File: src/rtl/mem_port_arbiter.sv
// mem_port_arbiter: shares one single-ported unified memory between instruction
// fetch (F stage) and the load/store unit (M stage). At most one access is granted
// per cycle, read data returns one cycle after the grant, and per-requester stalls
// are produced for the hazard unit.
// Build option: define MEM_ARB_RR_EN to replace fixed data priority plus the
// MAX_WAIT starvation guard with round-robin arbitration on conflicts.
module mem_port_arbiter #(
    parameter int unsigned AW       = 32,
    parameter int unsigned DW       = 32,
    parameter int unsigned MAX_WAIT = 4
) (
    input  logic          CLK,
    input  logic          RST,
    input  logic          if_req,
    input  logic [AW-1:0] if_addr,
    output logic          if_gnt,
    output logic          if_rvalid,
    output logic [DW-1:0] if_rdata,
    input  logic          d_req,
    input  logic          d_we,
    input  logic [AW-1:0] d_addr,
    input  logic [DW-1:0] d_wdata,
    output logic          d_gnt,
    output logic          d_rvalid,
    output logic [DW-1:0] d_rdata,
    output logic [AW-1:0] mem_A,
    output logic [DW-1:0] mem_WD,
    output logic          mem_WE,
    input  logic [DW-1:0] mem_RD,
    output logic          stall_F,
    output logic          stall_M
);

    // One-hot style encoding so each valid flag is a single state bit.
    typedef enum logic [1:0] {
        PEND_NONE  = 2'b00,
        PEND_FETCH = 2'b01,
        PEND_LOAD  = 2'b10
    } pend_t;

    pend_t         r_pend;
    pend_t         w_pend_nxt;
    logic          w_if_gnt;
    logic          w_d_gnt;
    logic [DW-1:0] r_if_rdata;
    logic [DW-1:0] r_d_rdata;

`ifdef MEM_ARB_RR_EN
    typedef enum logic {
        OWN_FETCH = 1'b0,
        OWN_DATA  = 1'b1
    } owner_t;

    owner_t r_last_owner;

    // Round-robin: on conflict the requester that did not win last time goes next.
    always_comb begin
        w_if_gnt = 1'b0;
        w_d_gnt  = 1'b0;
        if (!RST) begin
            if (if_req && d_req) begin
                if (r_last_owner == OWN_FETCH) w_d_gnt  = 1'b1;
                else                           w_if_gnt = 1'b1;
            end else begin
                w_if_gnt = if_req;
                w_d_gnt  = d_req;
            end
        end
    end

    // Remember the most recent winner; idle cycles leave it unchanged.
    always_ff @(posedge CLK) begin
        if (RST)           r_last_owner <= OWN_FETCH;
        else if (w_if_gnt) r_last_owner <= OWN_FETCH;
        else if (w_d_gnt)  r_last_owner <= OWN_DATA;
    end
`else
    localparam int unsigned WCW = $clog2(MAX_WAIT + 1);

    logic [WCW-1:0] r_wait_cnt;

    // Data has priority unless fetch has already been denied MAX_WAIT cycles in a row.
    always_comb begin
        w_if_gnt = 1'b0;
        w_d_gnt  = 1'b0;
        if (!RST) begin
            if (if_req && d_req) begin
                if (r_wait_cnt == WCW'(MAX_WAIT)) w_if_gnt = 1'b1;
                else                              w_d_gnt  = 1'b1;
            end else begin
                w_if_gnt = if_req;
                w_d_gnt  = d_req;
            end
        end
    end

    // Count consecutive denied fetch cycles, saturating; any fetch grant or drop clears.
    always_ff @(posedge CLK) begin
        if (RST) begin
            r_wait_cnt <= '0;
        end else if (if_req && !w_if_gnt) begin
            if (r_wait_cnt != WCW'(MAX_WAIT)) r_wait_cnt <= r_wait_cnt + WCW'(1);
        end else begin
            r_wait_cnt <= '0;
        end
    end
`endif

    // Memory port mux; an idle cycle parks on the fetch address and never writes.
    always_comb begin
        mem_A  = if_addr;
        mem_WD = '0;
        mem_WE = 1'b0;
        if (w_d_gnt) begin
            mem_A  = d_addr;
            mem_WD = d_wdata;
            mem_WE = d_we;
        end
    end

    // Response state register.
    always_ff @(posedge CLK) begin
        if (RST) r_pend <= PEND_NONE;
        else     r_pend <= w_pend_nxt;
    end

    // Response next state: which requester owns the data returning next cycle.
    always_comb begin
        w_pend_nxt = PEND_NONE;
        if (w_if_gnt)            w_pend_nxt = PEND_FETCH;
        else if (w_d_gnt && !d_we) w_pend_nxt = PEND_LOAD;
    end

    // Capture read data for the granted reader; stores leave both registers untouched.
    always_ff @(posedge CLK) begin
        if (RST) begin
            r_if_rdata <= '0;
            r_d_rdata  <= '0;
        end else begin
            if (w_if_gnt)             r_if_rdata <= mem_RD;
            if (w_d_gnt && !d_we)     r_d_rdata  <= mem_RD;
        end
    end

    // A response still in flight when reset arrives is discarded immediately.
    assign if_rvalid = r_pend[0] && !RST;
    assign d_rvalid  = r_pend[1] && !RST;
    assign if_rdata  = r_if_rdata;
    assign d_rdata   = r_d_rdata;
    assign if_gnt    = w_if_gnt;
    assign d_gnt     = w_d_gnt;
    assign stall_F   = if_req && !w_if_gnt;
    assign stall_M   = d_req && !w_d_gnt;

endmodule

File: config.mk
export PLATFORM = sky130hd
export DESIGN_NAME = mem_port_arbiter
export DESIGN_NICKNAME = d
export VERILOG_FILES = /design/src/rtl/mem_port_arbiter.sv
export SDC_FILE = /design/constraint.sdc
export NUM_CORES = 1
export LEC_CHECK = 0
export ABC_AREA = 1
export BUFFER_PORTS_ARGS = -buffer_cell sky130_fd_sc_hd__buf_2
export CORE_MARGIN = 8
export CORE_UTILIZATION = 42
export CTS_BUF_LIST = sky130_fd_sc_hd__clkbuf_4
export DETAILED_ROUTE_END_ITERATION = 10
export PLACE_DENSITY = 0.83
export SLEW_MARGIN = 30
export SYNTH_ARGS = -nofsm -noshare
export SYNTH_HDL_FRONTEND = slang
export SYNTH_SLANG_ARGS = --single-unit
File: constraint.sdc
create_clock -name CLK -period 1.55 [get_ports CLK]
set_clock_uncertainty 0.05 [all_clocks]
set_input_delay 0.0775 -clock CLK [delete_from_list [all_inputs] [get_ports CLK]]
set_output_delay 0.0775 -clock CLK [all_outputs]
set_load 0.05 [all_outputs]
* After elaboration in Yosys (flattened, before gate mapping) *
Cells that the tools add are included.

word-level totals
  bits in registers = 69
  input port bits = 133
  logic and storage cells = 32

operators by class
  add/sub/neg operators = 1
  eq/ne operators = 2
  mux-type cells = 11
  bitwise logic cells = 1
  reduce and logical (&&, ||, !) cells = 12

operator list
  cell                                                           count
  32-bit 2-to-1 mux                                              2
  1-bit 2-to-1 mux                                               8
  1-bit logical AND                                              6
  1-bit zero test                                                4
  2-bit OR reduction                                             2
  3-bit by 1-bit adder with 3-bit output, second input constant  1
  3-bit == test, second input constant                           1
  3-bit inequality test, second input constant                   1
  2-bit 2-to-1 mux                                               1
  1-bit NOT                                                      1

* Logic depth before layout (Yosys ltp) *
Gate-level depths: netlist of the first run.

  depth in word-level cells = 8
  gate-level depth with buffers = 9

* Least setup slack after synthesis of the first run *
No wires, ideal clock.

  path type = reg-to-output
  from = register r_wait_cnt[0]
  to = output port stall_F
  data arrival time = 1771 ps
  setup slack = -348 ps
  stages on the path, launching flop included = 9
  buffers on the path = 1
  cells stage by stage = dfxtp_1 > inv_1 > ha_1 > nand2_1 > nand2_1 > nand2_1 > nor2_4 > buf_6 > nor2_1

on the way
  cells in the longest elaborated chain, start to end = 6

ends and longest elaborated chain
  element                 RTL line  RTL
  start, declared         80        logic [WCW-1:0] r_wait_cnt;
  start signal, assigned  102       if (r_wait_cnt != WCW'(MAX_WAIT)) r_wait_cnt <= r_wait_cnt + WCW'(1);
  3-bit == test           88        if (r_wait_cnt == WCW'(MAX_WAIT)) w_if_gnt = 1'b1;
  1-bit 2-to-1 mux        88
  1-bit 2-to-1 mux        87        if (if_req && d_req) begin
  1-bit 2-to-1 mux        86        if (!RST) begin
  via if_gnt              16        output logic if_gnt,
  1-bit zero test         152       assign stall_F = if_req && !w_if_gnt;
  1-bit logical AND       152
  end, declared           30        output logic stall_F,

The timed path passes the listed nets, and every way through them passes these cells.

* Worst setup path in the final report of the first run *
  from = register r_wait_cnt[0]
  to = output port mem_A[26]

on the way
  cells in the longest elaborated chain, start to end = 5

ends and longest elaborated chain
  element            RTL line  RTL
  3-bit == test      88
  1-bit 2-to-1 mux   88
  1-bit 2-to-1 mux   87
  1-bit 2-to-1 mux   86
  32-bit 2-to-1 mux  114       if (w_d_gnt) begin
  end, declared      26        output logic [AW-1:0] mem_A,

No other way between the ends.

==> results of run 1 <==
[cell families (layout without fill, tap and decap cells)]
kind of cell	Yosys count	after routing	synth area share, %
xor gates and xnor gates	1	1	0.2403
other	0	3	0
and+or+nand+nor	372	373	41.68
buffers and inverters	171	502	19.12
DFF	69	69	37.90
AOI/OAI and AO/OA	2	2	0.3775
adders and majority gates	2	2	0.6865
[through the flow]
step                      total power, mW  TNS [ps]
after floorplan                     3.122    -644.2
after global placement              3.635    -207.3
after detailed placement            3.649     -1038
after CTS                           5.270    -18590
after global routing                5.634    -29150
final                               5.450    -20070
[worst max-delay path by stage]
stage          cells past startpoint     startpoint     endpoint
2_1_floorplan                      6  r_wait_cnt[0]    mem_WD[0]
3_3_place_gp                       7  r_wait_cnt[1]   mem_WD[19]
3_5_place_dp                       9  r_wait_cnt[1]  if_rdata[7]
4_1_cts                            9  r_wait_cnt[1]    mem_A[24]
5_1_grt                            9  r_wait_cnt[1]    mem_A[26]
6_report                           9  r_wait_cnt[0]    mem_A[26]
[flip-flops by register name, summed over array words and instances (netlist names)]
| signal | flops |
|---|---|
| r_wait_cnt | 3 |
| d_rdata | 32 |
| if_rdata | 32 |
| r_pend | 2 |
[where the power goes]
group	switching (mW)	internal, mW
Sequential	0.0474	1.86
Combinational	1.39	0.796
Clock	0.700	0.659
[synth_stat cells]
master and number:
a21oi_2 1, buf_1 1, buf_2 17, buf_4 3, buf_6 3, clkbuf_1 8, clkinv_1 1, dfxtp_1 69
ha_1 2, inv_1 136, inv_2 2, nand2_1 262, nand2_2 1, nand3_2 2, nand4_1 32, nor2_1 72
nor2_4 1, nor2_8 1, nor3b_1 1, o21ai_0 1, xnor2_1 1
[critical path: stages, from the launching register on]
cell and delay, ps:
dfxtp_2 360, inv_2 50, ha_4 160, nand3_4 130, nand2_8 100, inv_8 110
buf_16 130, nand2_1 100, nand2_2 140, buf_6 190
[metal layers]
metal / share of wire (%) / vias to the layer above / track usage [%]
met1: 32 / 2285 / 25.91
met4: 6.0 / 0 / 19.55
li1: - / 2429 / -
met5: 0 / - / 0
met3: 11 / 83 / 9.515
met2: 50 / 321 / 50.13
[layout by cell type, fill, tap and decap left out, drive strengths merged]
master	synthesis	layout
a21oi	1	1
buf	24	307
bufinv	0	2
clkbuf	8	15
clkinv	1	3
clkinvlp	0	2
dfxtp	69	69
diode	0	3
dlygate4sd3	0	34
ha	2	2
inv	138	139
nand2	263	264
nand3	2	2
nand4	32	32
nor2	74	74
nor3b	1	1
o21ai	1	1
xnor2	1	1
[layout make-up]
| class | count | area share [%] |
|---|---|---|
| Tap cell | 108 | 1.900 |
| Antenna cell | 3 | 0.1056 |
| Clock inverter | 7 | 1.372 |
| Timing Repair Buffer | 347 | 39.57 |
| Clock buffer | 9 | 0.9500 |
| Sequential cell | 69 | 19.46 |
| Inverter | 139 | 7.442 |
| Multi-Input combinational cell | 378 | 29.20 |
[repair_timing]
action,CTS,global route
setup endpoints to repair,88,100
resized for setup,170,44
setup buffers,5,4
gates cloned,2,9
hold buffers,34,0
pin swaps,3,8
hold endpoints to repair,67,0
==> impl_results.md, run 1 <==
* Inserted Clock Buffers at 9
* CTS tree: built
* Reg area at around 0.0014 mm²
* Post-Layout Cell Count at about 1100
* Total Nets Final at between 1000 and 1500
* Fill count at between 500 and 600
* Top cells by area, synth: dfxtp_1, nand2_1, inv_1
* Clock input transition at the sequential cells of the worst setup and hold paths at ~120 ps
* Post-route setup slack at -444.2 ps
* Floorplan row count at 34
* CP Capture Type: output port
* Worst Hold Launch: RST
* Syn Area/Cell at 5.907 µm²
* Gr usage total at between 20% and 30%
* First-pass DRT Iterations at 5
* Layout cells sized above 1 at a little under half
* Failing checks: negative setup slack
* Synth area leader: dfxtp_1
* PwrDens at around 770 mW/mm²
* Synth warn at 0
* Final hold violations at 0
* Via count at ~5000
* Reg2reg end: if_rdata[31]
* F_max at approximately 500 MHz
* Post-synthesis register bit count at 69
* Clk_lat worst skew at ~400 ps
* Die Y at 109.2 µm
* HP Class: input pin to register
* Multi-input gate area at a little over 0.002 mm²
* Yosys cell types at 21
* Arr. time, crit path at roughly 1900 ps
* Yosys top cell area share at between 30% and 40%
* Clock Sinks at slightly below 70
* Worst path required time at roughly 1400 ps
* WHS at 47.44 ps
* Post-Syn Instances at roughly 600
* Crit Path Category: register to output port
* Vias in the first global route at around 5000
* Hold path depth at 3
* Cell Area, Placed at approximately 0.0056 mm²
* DIE WIDTH at between 100 and 150 µm
* Worst slew margin at between 60 and 70%
* Maxcap violations at 0
* Pin count of the biggest net entering global routing at 28
* Final Cell Area at 0.007112 mm²
* Fin crit period at between 1500 and 2000 ps
* Worst-path fanout max at 6
* Placed Instances at approximately 1000
* Synth-to-layout area growth at 95.13%
* R2r setup slk at -90 ps
* Detailed Route WL at 19760 µm
* First-pass GRT wire length at ~26000 µm
* DP Wirelength at about 12000 µm
* Syn Nets at between 700 and 800
* Die area at ~0.012 mm²
* Core area at approximately 0.0086 mm²
* Wire length per cell at 18.64 µm
* Top Ports at 268
* Root Driver: clkbuf_4
* Post-Place Setup Slack at -56.88 ps
* DR DRC count at 0
* Reg2reg path depth at 11
* CTS Buffer Depth at 2
* Sequential fraction of the synthesis area at about 38%
* Crit share post-route at 128.7%
* Status: finished with violations
* Worst VDD drop at roughly 0.00076 V
* Initial core utilization at between 40% and 50%
* RSZ-0062 raised after global routing: true
* Initial antenna violation count at 2
* PortBufs at approximately 270
* Setup Viol. Count Final at between 90 and 100
* Worst slew pin tran at approximately 460 ps
* Finished Core Util at between 80 and 90%
* Post-Syn Area at 0.003645 mm²
* Slew Limit Fails at 0
* Worst Hold End: r_pend[0]
* Routed Antenna Nets at 0
* Drt initial violations at 344
* Placer Congestion at about 0.91
* Reg2reg start: r_wait_cnt[0]
* Vias per cell at ~4.8
* Static Leak at 4.071 nW
* CP Launch Type: register
* CTS HTree Levels at 3
* Gr ovfl total at 0
No activity file was read; power rests on OpenSTA's default activity.
==> inputs of run 2 (changes only) <==
==> constraint.sdc (replaced) <==
create_clock -name CLK -period 1.55 [get_ports CLK]
set_clock_uncertainty 0.05 [all_clocks]
set_input_delay 0 -clock CLK [delete_from_list [all_inputs] [get_ports CLK]]
set_output_delay 0 -clock CLK [all_outputs]
set_load 0.05 [all_outputs]
==> run 2 against run 1 <==
- the flow still finishes with violations (negative setup slack)
- fmax is 7.9% higher
- sequential share of layout area is 0.32 points lower
- sequential power hardly changed
- final cell count is 1.0% lower
- non-clock buffer count is 7 lower
- cell area is 1.7% higher
- global-route usage is 0.38 points higher
- worst setup slack better by 150 ps
- count of clock-buffer cells in the layout is 1 higher
- critical path type unchanged
- largest power group unchanged
- highest routed layer is now met5
==> impl_results.md, run 2 (synthesized netlist as in run 1, its figures left out) <==
* CTS Buffer Depth at 2 (unchanged)
* Vias per cell at 4.934 (+2.2%)
* Post-Place Setup Slack at -10.04 ps (+46.83 ps)
* PwrDens at 751.1 mW/mm² (-2.0%)
* Fill count at 496 (-4.4%)
* Clock input transition at the sequential cells of the worst setup and hold paths at 120 ps (about the same)
* Reg2reg end: d_rdata[6]
* Worst-path fanout max at 7 (+1)
* Drt initial violations at 449 (+31%)
* First-pass DRT Iterations at 5 (unchanged)
* CP Launch Type: register
* F_max at 541.2 MHz (+7.9%)
* Reg2reg path depth at 11 (unchanged)
* Crit Path Category: register to output port
* Gr ovfl total at 0 (unchanged)
* Sequence of cells on the critical path: inv_2 -> ha_4 -> nand3_4 -> nand2_8 -> clkinv_8 -> clkbuf_16 -> nand2_2 -> nand2_1 -> buf_6
* Floorplan row count at 34 (unchanged)
* Detailed Route WL at 19780 µm (about the same)
* Vias in the first global route at 4959 (-0.90%)
* Crit share post-route at 119.2% (-9.4 points)
* Commonest non-fill, non-tap cell in the layout: buf_2
* Reg area at 0.001384 mm² (unchanged)
* Hold path depth at 5 (+2)
* Total Nets Final at 1071 (-0.74%)
* First-pass GRT wire length at 25990 µm (+1.0%)
* CTS tree: built
* Synth-to-layout area growth at 98.42%
* Maxcap violations at 0 (unchanged)
* Most frequent cells in the layout: buf_2, nand2_1, inv_1, dfxtp_1, buf_6
* Slowest CP cell: dfxtp_2
* CP Capture Type: output port
* Wire length per cell at 18.85 µm (+1.1%)
* Final Cell Area at 0.007232 mm² (+1.7%)
* Multi-input gate area at 0.002121 mm² (+2.1%)
* Clk_lat worst skew at 400 ps (about the same)
* Cell Area, Placed at 0.005364 mm² (-4.4%)
* Final hold violations at 0 (unchanged)
* Root Driver: clkbuf_4
* Layout cells sized above 1 at 46.33% (-0.14 points)
* Status: finished with violations
* Static Leak at 4.186 nW (+2.8%)
* Reg2reg start: r_wait_cnt[0]
* Worst Hold End: if_rdata[30]
* PortBufs at 267 (unchanged)
* Via count at 5176 (+1.1%)
* DP Wirelength at 12160 µm (+2.8%)
* Post-route setup slack at -297.9 ps (+146.3 ps)
* Worst slew pin tran at 398.6 ps (-57.26 ps)
* Failing checks: negative setup slack
* Worst slew margin at 73.43% (+4.0 points)
* Initial core utilization at 42.63% (unchanged)
* Slew Limit Fails at 0 (unchanged)
* Top Ports at 268 (unchanged)
* Routed Antenna Nets at 0 (unchanged)
* Inserted Clock Buffers at 9 (unchanged)
* DIE WIDTH at 109.2 µm (unchanged)
* Worst Hold Launch: RST
* Placer Congestion at 0.8783 (-3.8%)
* Die area at 0.01191 mm² (unchanged)
* Setup Viol. Count Final at 134 (+37%)
* Worst path required time at 1500 ps (+80 ps)
* HP Class: input pin to register
* RSZ-0062 raised after global routing: true
* Fin crit period at 1848 ps (-146.3 ps)
* CTS HTree Levels at 3 (unchanged)
* Pin count of the biggest net entering global routing at 35 (+25%)
* DR DRC count at 0 (unchanged)
* Arr. time, crit path at 1800 ps (-70 ps)
* Gr usage total at 28.21% (+0.38 points)
* N_diodes at 0 (-3)
* Core area at 0.008551 mm² (unchanged)
* Clock Sinks at 69 (unchanged)
* R2r setup slk at -130 ps (-40 ps)
* Initial antenna violation count at 2 (unchanged)
* Worst VDD drop at 0.001104 V (+46%)
* Die Y at 109.2 µm (unchanged)
* CP peak stage delay at 340 ps (-20 ps)
-- run 2: per-stage QoR --
stage          cells  utilization, %  hold WS (ps)  total power [mW]  setup TNS, ps
2_1_floorplan    617               -         60.41             3.054          -2365
3_3_place_gp     978           62.73         161.1             3.579              0
3_5_place_dp     978           62.73         165.3             3.592         -33.38
4_1_cts         1037           77.30         82.09             5.194         -13340
5_1_grt         1049           84.58         120.6             5.625         -32070
6_report        1049           84.58         117.5             5.432         -19450
-- run 2: per-layer routing --
layer | wire, µm | vias up | global-route usage, %
li1 | - | 2407 | -
met1 | 6479 | 2333 | 28.34
met2 | 9996 | 340 | 50.52
met3 | 2201 | 92 | 10.40
met4 | 1073 | 4 | 13.49
met5 | 27 | - | 0
-- run 2: critical path: cells and delay by family (launching register included) --
kind | cells | cell delay [ps]
AND/OR/NAND/NOR | 4 | 410
adder cells (fa/ha/maj) | 1 | 150
flip-flops | 1 | 340
buffers and inverters | 4 | 500
-- run 2: worst max path at each step --
stage,slack (ps),end,depth (start not counted),from
floorplan,-100,mem_WD[0],6,r_wait_cnt[0]
global placement,30,mem_A[30],8,r_wait_cnt[1]
detailed placement,-10,d_rdata[11],9,r_wait_cnt[0]
CTS,-240,mem_A[5],9,r_wait_cnt[1]
global route,-400,mem_A[8],9,r_wait_cnt[1]
finish,-300,mem_A[8],9,r_wait_cnt[0]
-- run 2: report_power, final --
group	switching, mW	internal, mW	total, mW
Combinational	1.40	0.795	2.20
Clock	0.657	0.670	1.33
Sequential	0.0439	1.86	1.91
-- run 2: layout make-up --
class	count	area share [%]
Tap cell	108	1.869
Multi-Input combinational cell	377	29.33
Clock inverter	6	1.211
Inverter	139	7.388
Sequential cell	69	19.13
Clock buffer	10	1.038
Timing Repair Buffer	340	40.03
-- run 2: timing repair --
item                                    CTS  global route
setup buffers                             4             4
hold endpoints to repair                 68             0
pin swaps                                 5            26
gates cloned                              4             8
resized for setup                       186           112
hold buffers                             35             0
endpoints found under the setup margin   94           126
